**src/rtl/imem_pkg.sv**
```systemverilog
// Shared types and constants for the instruction-memory fetch responder.
package imem_pkg;

  localparam int IMEM_ADDR_W = 9;
  localparam int IMEM_DATA_W = 32;

  // addi x0, x0, 0 : returned in place of data for faulting fetches
  localparam logic [31:0] NOP = 32'h0000_0013;

  // Byte address to word index: drop the two byte-offset bits
  function automatic int word_index_width(input int addr_w);
    return addr_w - 2;
  endfunction

  // One queued fetch response
  typedef struct packed {
    logic [IMEM_DATA_W-1:0] instr;
    logic [IMEM_ADDR_W-1:0] addr;
    logic                   error;
  } imem_rsp_t;

endpackage

```
**src/rtl/imem_fetch_if.sv**
```systemverilog
// Fetch request/response handshake bundle between the PC stage and instruction memory.
interface imem_fetch_if #(
  parameter int ADDR_WIDTH = 9,
  parameter int DATA_WIDTH = 32
);

  logic                  req_valid;
  logic                  req_ready;
  logic [ADDR_WIDTH-1:0] req_addr;
  logic                  rsp_valid;
  logic                  rsp_ready;
  logic [DATA_WIDTH-1:0] rsp_instr;
  logic [ADDR_WIDTH-1:0] rsp_addr;
  logic                  rsp_error;

  // Fetch unit side: issues addresses and consumes instructions
  modport master (
    output req_valid, req_addr, rsp_ready,
    input  req_ready, rsp_valid, rsp_instr, rsp_addr, rsp_error
  );

  // Memory side: accepts addresses and produces instructions
  modport slave (
    input  req_valid, req_addr, rsp_ready,
    output req_ready, rsp_valid, rsp_instr, rsp_addr, rsp_error
  );

endinterface

```
**src/rtl/imem_rsp_fifo.sv**
```systemverilog
// Small response queue that lets decode stall without losing fetched words.
module imem_rsp_fifo
  import imem_pkg::*;
#(
  parameter int RSP_DEPTH = 2,
  localparam int PTR_W = $clog2(RSP_DEPTH),
  localparam int OCC_W = $clog2(RSP_DEPTH + 1)
) (
  input  logic             clk,
  input  logic             reset_n,
  input  logic             push,
  input  imem_rsp_t        push_data,
  input  logic             pop,
  input  logic             flush,
  output imem_rsp_t        head,
  output logic [OCC_W-1:0] occ
);

  imem_rsp_t        entries [RSP_DEPTH];
  logic [PTR_W-1:0] wr_ptr;
  logic [PTR_W-1:0] rd_ptr;

  function automatic logic [PTR_W-1:0] next_ptr(input logic [PTR_W-1:0] p);
    return (p == PTR_W'(RSP_DEPTH - 1)) ? '0 : p + 1'b1;
  endfunction

  assign head = entries[rd_ptr];

  // Queue state: flush empties the queue but leaves stale entry contents in place
  always_ff @(posedge clk) begin
    if (!reset_n) begin
      occ    <= '0;
      wr_ptr <= '0;
      rd_ptr <= '0;
      for (int i = 0; i < RSP_DEPTH; i++) begin
        entries[i] <= '{instr: NOP, addr: '0, error: 1'b0};
      end
    end else if (flush) begin
      occ    <= '0;
      wr_ptr <= '0;
      rd_ptr <= '0;
    end else begin
      if (push) begin
        entries[wr_ptr] <= push_data;
        wr_ptr          <= next_ptr(wr_ptr);
      end
      if (pop) begin
        rd_ptr <= next_ptr(rd_ptr);
      end
      if (push && !pop) begin
        occ <= occ + 1'b1;
      end else if (pop && !push) begin
        occ <= occ - 1'b1;
      end
    end
  end

endmodule

```
**src/rtl/imem_fetch.sv**
```systemverilog
// Instruction-memory responder: looks up a word per accepted fetch and queues it for decode.
module imem_fetch
  import imem_pkg::*;
#(
  parameter int ADDR_WIDTH  = IMEM_ADDR_W,
  parameter int DATA_WIDTH  = IMEM_DATA_W,
  parameter int DEPTH_WORDS = 128,
  parameter int RSP_DEPTH   = 2
) (
  input  logic                  clk,
  input  logic                  reset_n,
  imem_fetch_if.slave           bus,
  input  logic                  flush,
  input  logic                  load_en,
  input  logic [ADDR_WIDTH-3:0] load_addr,
  input  logic [DATA_WIDTH-1:0] load_data
);

  localparam int WORD_W    = word_index_width(ADDR_WIDTH);
  localparam int MEM_IDX_W = $clog2(DEPTH_WORDS);
  localparam int OCC_W     = $clog2(RSP_DEPTH + 1);

  logic [DATA_WIDTH-1:0] mem [DEPTH_WORDS];

  logic [WORD_W-1:0]     word_idx;
  logic                  misaligned;
  logic                  out_of_range;
  logic                  req_err;
  logic [DATA_WIDTH-1:0] rd_word;
  imem_rsp_t             new_entry;
  imem_rsp_t             head;
  logic [OCC_W-1:0]      occ;
  logic                  full;
  logic                  empty;
  logic                  push;
  logic                  pop;

  // Address decode and lookup; faulting fetches never touch the array
  always_comb begin
    word_idx     = bus.req_addr[ADDR_WIDTH-1:2];
    misaligned   = |bus.req_addr[1:0];
    out_of_range = int'(word_idx) >= DEPTH_WORDS;
    req_err      = misaligned | out_of_range;
    rd_word      = req_err ? DATA_WIDTH'(NOP) : mem[word_idx[MEM_IDX_W-1:0]];
    new_entry    = '{instr: rd_word, addr: bus.req_addr, error: req_err};
  end

  assign full  = (occ == OCC_W'(RSP_DEPTH));
  assign empty = (occ == '0);

  assign bus.req_ready = reset_n & ~load_en & ~flush & ~full;
  assign bus.rsp_valid = reset_n & ~empty & ~flush;
  assign bus.rsp_instr = head.instr;
  assign bus.rsp_addr  = head.addr;
  assign bus.rsp_error = head.error;

  assign push = bus.req_valid & bus.req_ready;
  assign pop  = bus.rsp_valid & bus.rsp_ready;

  // Program-image load port; memory survives reset, writes past the array end are dropped
  always_ff @(posedge clk) begin
    if (load_en && (int'(load_addr) < DEPTH_WORDS)) begin
      mem[load_addr[MEM_IDX_W-1:0]] <= load_data;
    end
  end

  imem_rsp_fifo #(
    .RSP_DEPTH (RSP_DEPTH)
  ) u_rsp_fifo (
    .clk       (clk),
    .reset_n   (reset_n),
    .push      (push),
    .push_data (new_entry),
    .pop       (pop),
    .flush     (flush),
    .head      (head),
    .occ       (occ)
  );

endmodule

```
**src/flat_wrapper.sv**
```systemverilog
// flat-port wrapper written by rule: the top's interface ports become plain ports
module imem_fetch_flat import imem_pkg::*;
#(
  parameter int ADDR_WIDTH  = IMEM_ADDR_W,
  parameter int DATA_WIDTH  = IMEM_DATA_W,
  parameter int DEPTH_WORDS = 128,
  parameter int RSP_DEPTH   = 2
)
  (clk, reset_n, flush, load_en, load_addr, load_data, bus_req_valid, bus_req_addr, bus_rsp_ready, bus_req_ready, bus_rsp_valid, bus_rsp_instr, bus_rsp_addr, bus_rsp_error);
  imem_fetch_if #(.ADDR_WIDTH(ADDR_WIDTH), .DATA_WIDTH(DATA_WIDTH)) bus_i ();
  input  logic clk;
  input  logic reset_n;
  input  logic flush;
  input  logic load_en;
  input  logic [ADDR_WIDTH-3:0] load_addr;
  input  logic [DATA_WIDTH-1:0] load_data;
  input wire logic [$bits(bus_i.req_valid)-1:0] bus_req_valid;
  input wire logic [$bits(bus_i.req_addr)-1:0] bus_req_addr;
  input wire logic [$bits(bus_i.rsp_ready)-1:0] bus_rsp_ready;
  output wire logic [$bits(bus_i.req_ready)-1:0] bus_req_ready;
  output wire logic [$bits(bus_i.rsp_valid)-1:0] bus_rsp_valid;
  output wire logic [$bits(bus_i.rsp_instr)-1:0] bus_rsp_instr;
  output wire logic [$bits(bus_i.rsp_addr)-1:0] bus_rsp_addr;
  output wire logic [$bits(bus_i.rsp_error)-1:0] bus_rsp_error;
  assign bus_i.req_valid = bus_req_valid;
  assign bus_i.req_addr = bus_req_addr;
  assign bus_i.rsp_ready = bus_rsp_ready;
  assign bus_req_ready = bus_i.req_ready;
  assign bus_rsp_valid = bus_i.rsp_valid;
  assign bus_rsp_instr = bus_i.rsp_instr;
  assign bus_rsp_addr = bus_i.rsp_addr;
  assign bus_rsp_error = bus_i.rsp_error;
  imem_fetch #(.ADDR_WIDTH(ADDR_WIDTH), .DATA_WIDTH(DATA_WIDTH), .DEPTH_WORDS(DEPTH_WORDS), .RSP_DEPTH(RSP_DEPTH)) u_core (.clk(clk), .reset_n(reset_n), .bus(bus_i), .flush(flush), .load_en(load_en), .load_addr(load_addr), .load_data(load_data));
endmodule
```
**config.mk**
```make
export PLATFORM = sky130hd
export DESIGN_NAME = imem_fetch_flat
export DESIGN_NICKNAME = d
export VERILOG_FILES = /design/src/rtl/imem_pkg.sv /design/src/rtl/imem_fetch_if.sv /design/src/rtl/imem_rsp_fifo.sv /design/src/rtl/imem_fetch.sv /design/src/flat_wrapper.sv
export SDC_FILE = /design/constraint.sdc
export NUM_CORES = 2
export LEC_CHECK = 0
export ABC_AREA = 0
export CORE_UTILIZATION = 60
export DETAILED_ROUTE_END_ITERATION = 16
export PLACE_DENSITY = 0.79
export SLEW_MARGIN = 30
export SYNTH_ARGS = -nofsm -noshare
export SYNTH_HDL_FRONTEND = slang
export SYNTH_MEMORY_MAX_BITS = 65536
export SYNTH_SLANG_ARGS = --single-unit
```
**constraint.sdc**
```tcl
create_clock -name clk -period 7.65 [get_ports clk]
set_input_delay 1.1475 -clock clk [delete_from_list [all_inputs] [get_ports clk]]
set_output_delay 1.1475 -clock clk [all_outputs]
set_load 0.02 [all_outputs]
```
Yosys cells after proc, flatten, opt, wreduce, memory -nomap -nowiden. Memories as Yosys holds them, arrays and structs flattened. A register that Yosys moved wholly into a read port is not among the register bits. Cells that the tools add are included.

Register bits: 4. Latch bits: 0. Memory bits (writable): 4180. Bits in read-only memories: 0. Bits of input ports: 54. Output and inout port bits: 44. Logic and storage cells: 48. Memories kept: 2.

$add $sub $neg: 4. $mul: 0. Div/mod/pow operators: 0. Magnitude comparators: 0. Equal/unequal tests: 1. Shift-type cells: 0. Multiplexer cells: 17. Bitwise logic cells: 12. Reductions and logical operators: 9.

Memories: u_core.mem (depth 128, bits a word 32, rd ports 1, clocked after Yosys merged registers in 0, write ports 1, line imem_fetch.sv:23) `logic [DATA_WIDTH-1:0] mem [DEPTH_WORDS];`; u_core.u_rsp_fifo.entries (depth 2, bits a word 42, rd ports 1, clocked after Yosys merged registers in 1, write ports 2, line imem_rsp_fifo.sv:19) `imem_rsp_t entries [RSP_DEPTH];`.

Operator list (number): 42-bit 2-to-1 mux (1); 42-bit OR reduction (1); 32-bit 2-to-1 mux (1); 1-bit 2-to-1 mux (13); 1-bit bitwise AND (7); 1-bit NOT (5); 2-bit 2-to-1 mux (2); 2-bit OR reduction (2); 1-bit adder (second input constant) (2); 2-bit by 1-bit adder with 2-bit output (second input constant) (1); 2-bit equality test (second input constant) (1); 1-bit logical AND (2); 1-bit logical NOT (2); 2-bit logical NOT (1); 2-bit nonzero test (1); 2-bit by 1-bit subtractor with 2-bit output (second input constant) (1).

Depth between registers and ports, before layout.
Word-level depth: 11. Mapped depth: 12. Depth with buffers taken out: 8.

By module. A second synthesis with hierarchy kept.

Cell total of the unflattened synthesis: 6568. Area total of the unflattened synthesis: 160039.7 µm².

By module, submodules not included: imem_fetch (instances 1, cells each 6307, area an instance 156129.7 µm², seq. area each 122998.0 µm²); imem_rsp_fifo (instances 1, cells each 261, area an instance 3910.0 µm², seq. area each 2622.5 µm²).

Worst setup path before layout. No wires, ideal clock.

Path type: input port to flip-flop. Start point: input port load_en. End point: memory u_core.mem[96][0] (enable). Setup time: 0.461 ns. Data arrival time: 3.850 ns. Required time: 7.189 ns. Setup slack: 3.339 ns. Stages on the path: 3. Path buffers: 0. Path through: nor2b_1 > nand4_1 > nor3_1.

Longest elaborated chain between the ends: 2.

RTL lines: start, declared (line flat_wrapper.sv:14) `input logic load_en;`; 1-bit 2-to-1 mux (line imem_fetch.sv:62) `if (load_en && (int'(load_addr) < DEPTH_WORDS)) begin`; 1-bit 2-to-1 mux (implied by the code) (line imem_fetch.sv:63) `mem[load_addr[MEM_IDX_W-1:0]] <= load_data;`; end, declared (line imem_fetch.sv:23).

No other way between the ends.

==> run_results.csv <==
group,metric,value,unit
run_status,status,"finished, final reports clean",
yosys,ys_seq_elements,4185,
finish,synthToLayoutAreaGrowth,12.7,%
yosys,synth_top_family_by_area,"multiplexers",
detailed_routing,wirelength,443000,um
timing,fmax,0.213,GHz
setup_path,r2r_cells,5,
timing,fin_crit_sh,61.4,%
finish,instances_no_fill,12323,
placed_design,placed_cells,11586,
setup_path,path_buf_inv,2,
floorplanning,fp.coreArea,268000,sq um
timing,slew_viol_final,0,
floorplanning,die_w,521,um
floorplanning,placementRows,190,
setup_path,crit_path_cell_trace,"clkdlybuf4s50_1 -> and2_1 -> nand3_1 -> buf_4 -> a21o_1 -> o21ai_0 -> nor4_2 -> a21oi_1",
clock_network,clock-sinks,4185,
yosys,yosysSeqAreaShare,77.7,%
detailed_routing,ant_nets,0,
yosys,synth_area_per_cell,20.0,sq um
clock_network,hold_buffers,0,
yosys,synth_edf_count,4180,
timing,setup_viol,0,
clock_network,clk_pin_slew,0.06,ns
timing,fin_skew,0.0696,ns
setup_path,cp_slowest_cell,"nor4_2",
global_routing,grt_max_degree,130,
detailed_routing,drt_iter0_drc,14462,
timing,hold_viol_final,0,
clock_network,cts_tree,"yes",
yosys,synth_cells,8066,
floorplanning,die_height,521,um
global_routing,antenna_found_initial,39,
detailed_routing,route.detailed.drc,0,
setup_path,end_kind,"flip-flop",
yosys,synth_xor_area_share,0.0163,%
yosys,yosys_most_used_dff,"edfxtp_1",
yosys,async_reset_ff_share,0,%
yosys,yosysWarnings,0,
timing,slew-limit-headroom,21.6,%
timing,period_minus_slack,4.69,ns
detailed_routing,drt_first_pass_iters,6,
placed_design,numPortBuffers,97,
setup_path,cp_data_arrival_time,5.36,ns
setup_path,crit_path_start_kind,"input port",
clock_network,clockRootBuffer,"clkbuf_16",
finish,drive_gt1_share,19.2,%
yosys,synthDistinctLibCells,51,
timing,fin_tns_setup,0,ns
setup_path,path_depth,8,
global_routing,first_global_vias,84545,
yosys,synth_area_leader_cell,"edfxtp_1",
global_routing,grt_pass1_wl,617000,um
setup_path,critPathKind,"in -> reg",
floorplanning,io_pins,98,
timing,rsz0062_at_grt,"false",
yosys,synth-adder-area-share,0.00774,%
clock_network,numCtsBuffers,396,
floorplanning,initial_utilization,60.3,%
yosys,synth_area,162000,sq um
yosys,yosys.area_share.simple,2.30,%
power_and_ir_drop,ir_drop,0.000240,V
detailed_routing,vias,86146,
setup_path,r2r_setup_slack,4.52,ns
setup_path,required,8.32,ns
min_path,min_path_type,"reg -> reg",
global_routing,grt_overflow,0,
setup_path,critical_path.max_stage_delay,1.11,ns
detailed_routing,via_per_inst,6.99,
global_routing,grt_use_total,32.3,%
yosys,synth_compound_area_share,3.34,%
yosys,synth_top_area_share,77.7,%
placed_design,dp_hpwl,252000,um
clock_network,insertion_delay,0.97,ns
power_and_ir_drop,power_leakage,60.1,nW
setup_path,r2r-end,"u_core.u_rsp_fifo.entries[1][27]",
setup_path,crit_path_max_fanout,22,
yosys,synthTopCellsByCount,"4,180 x edfxtp_1, 1,219 x mux2i_1, 520 x mux4_2",
clock_network,max-clock-path-buffers,4,
floorplanning,dieArea,271000,sq um
min_path,hold_depth,2,
yosys,synth_area_leaders,"edfxtp_1 78%, mux2i_1 7.5%, mux4_2 7.2%, a22oi_1 1.6%, nand2_1 0.79%",
job,drv_cap,0,
placed_design,place.gp.congestion,0.962,
setup_path,setup.worst_path.start,"bus_req_addr[7]",
setup_path,reg2reg_from,"u_core.mem[71][17]",
yosys,synthMuxAreaShare,15.2,%
power_and_ir_drop,p_per_area,259,nW/um^2
clock_network,cts_setup_buffers,0,
clock_network,post_cts_resized,0,
clock_network,htreeDepth,5,
setup_path,crit_family,"simple AND/OR/NAND/NOR gates",
yosys,syn-num-nets,8121,
finish,fin_nets,8495,
yosys,synth.most_common_cell,"edfxtp_1",
detailed_routing,wl_per_cell,35.9,um
timing,max_slew.worst_pin.slew,1.17,ns
setup_path,crit_end,"u_core.u_rsp_fifo.entries[0][33]",
[power by group]
part | switching [mW] | total, mW | leakage [nW] | internal, mW
clock network | 8.53 | 19.6 | 6.24 | 11.0
registers | 0.0293 | 25.4 | 37.7 | 25.3
logic | 1.58 | 2.30 | 16.2 | 0.716
[metrics by stage]
stage	setup slack (ns)	power (mW)	area [sq um]	hold slack (ns)	util, %
after global placement	1.88	28.0	168000	0.477	62.8
after CTS	3.21	47.2	182000	0.511	67.9
after global routing	3.14	48.1	182000	0.547	68.0
after detailed placement	2.27	28.0	169000	0.495	63.1
final	2.96	47.2	182000	0.511	68.0
after floorplan	3.34	27.0	162000	0.467	-
[worst reg2reg max path: stages (launching register included)]
cell,delay [ns]
edfxtp_1,0.37
mux4_2,0.48
mux2i_1,0.60
o22ai_1,0.32
nor4_2,0.94
a21oi_1,0.18
[metal layers]
metal / wire, um / share of wire [%] / vias to the layer above / GRT usage (%)
met2: 204000 / 46 / 7163 / 49.6
met3: 58100 / 13 / 1177 / 8.06
met1: 151000 / 34 / 43980 / 42.8
met5: 63 / 0.014 / - / 0
li1: - / - / 33816 / -
met4: 28900 / 6.5 / 10 / 17.9
[worst min-delay path by stage]
stage / slack, ns / end / startpoint
floorplan: 0.47 / u_core.u_rsp_fifo.occ[1] / u_core.u_rsp_fifo.occ[1]
global placement: 0.48 / u_core.u_rsp_fifo.occ[1] / u_core.u_rsp_fifo.occ[1]
detailed placement: 0.50 / flip-flop / u_core.u_rsp_fifo.rd_ptr
CTS: 0.51 / flip-flop / u_core.u_rsp_fifo.rd_ptr
global route: 0.55 / u_core.u_rsp_fifo.occ[1] / u_core.u_rsp_fifo.occ[1]
finish: 0.51 / flip-flop / u_core.u_rsp_fifo.rd_ptr
[flip-flops by register name, summed over array words and instances, names as in the netlist, named ones only]
register / cells
u_core.mem: 4096
u_core.u_rsp_fifo.entries: 84
u_core.u_rsp_fifo.occ: 2
u_core.u_rsp_fifo.rd_ptr: 1
u_core.u_rsp_fifo.wr_ptr: 1
[layout by cell type, fill, tap and decap left out, drive strengths merged, types with 4 or more instances in the layout]
cell type / Yosys / final
and2: 10 / 10
and3: 6 / 6
o22ai: 118 / 118
nand4: 37 / 37
mux2i: 1219 / 1219
diode: 0 / 14
a21oi: 216 / 216
inv: 4 / 18
edfxtp: 4180 / 4180
clkbuf: 188 / 481
clkinv: 2 / 169
a31oi: 4 / 4
clkinvlp: 0 / 13
nand2b: 8 / 8
mux2: 52 / 52
nor2: 151 / 151
a22oi: 352 / 352
nor4: 33 / 33
nand3: 174 / 174
nor2b: 18 / 18
bufinv: 0 / 40
o31ai: 29 / 29
nand2: 340 / 340
a21o: 29 / 29
buf: 266 / 370
clkdlybuf4s50: 0 / 60
dfxtp: 5 / 5
nor3: 12 / 12
mux4: 520 / 520
o21ai: 61 / 61
[area by class of cell]
class,count,area [sq um]
Sequential cell,4185,126000
Clock buffer,481,10400
Clock inverter,234,2450
Fill cell,15539,85800
Inverter,6,30.0
Timing Repair Buffer,430,4410
Tap cell,3552,4440
Multi-Input combinational cell,3421,34800
Antenna cell,14,35.0
[cell families (layout without fill, tap and decap cells)]
logic type	count (synthesis)	count (layout)
flip-flops	4185	4185
multiplexers	1791	1791
AO/OA/AOI/OAI	828	828
AND/OR/NAND/NOR	798	798
buffers and inverters	460	1151
XOR/XNOR	3	3
adder cells (fa/ha/maj)	1	1
other	0	14
No activity file was read; power rests on OpenSTA's default activity.
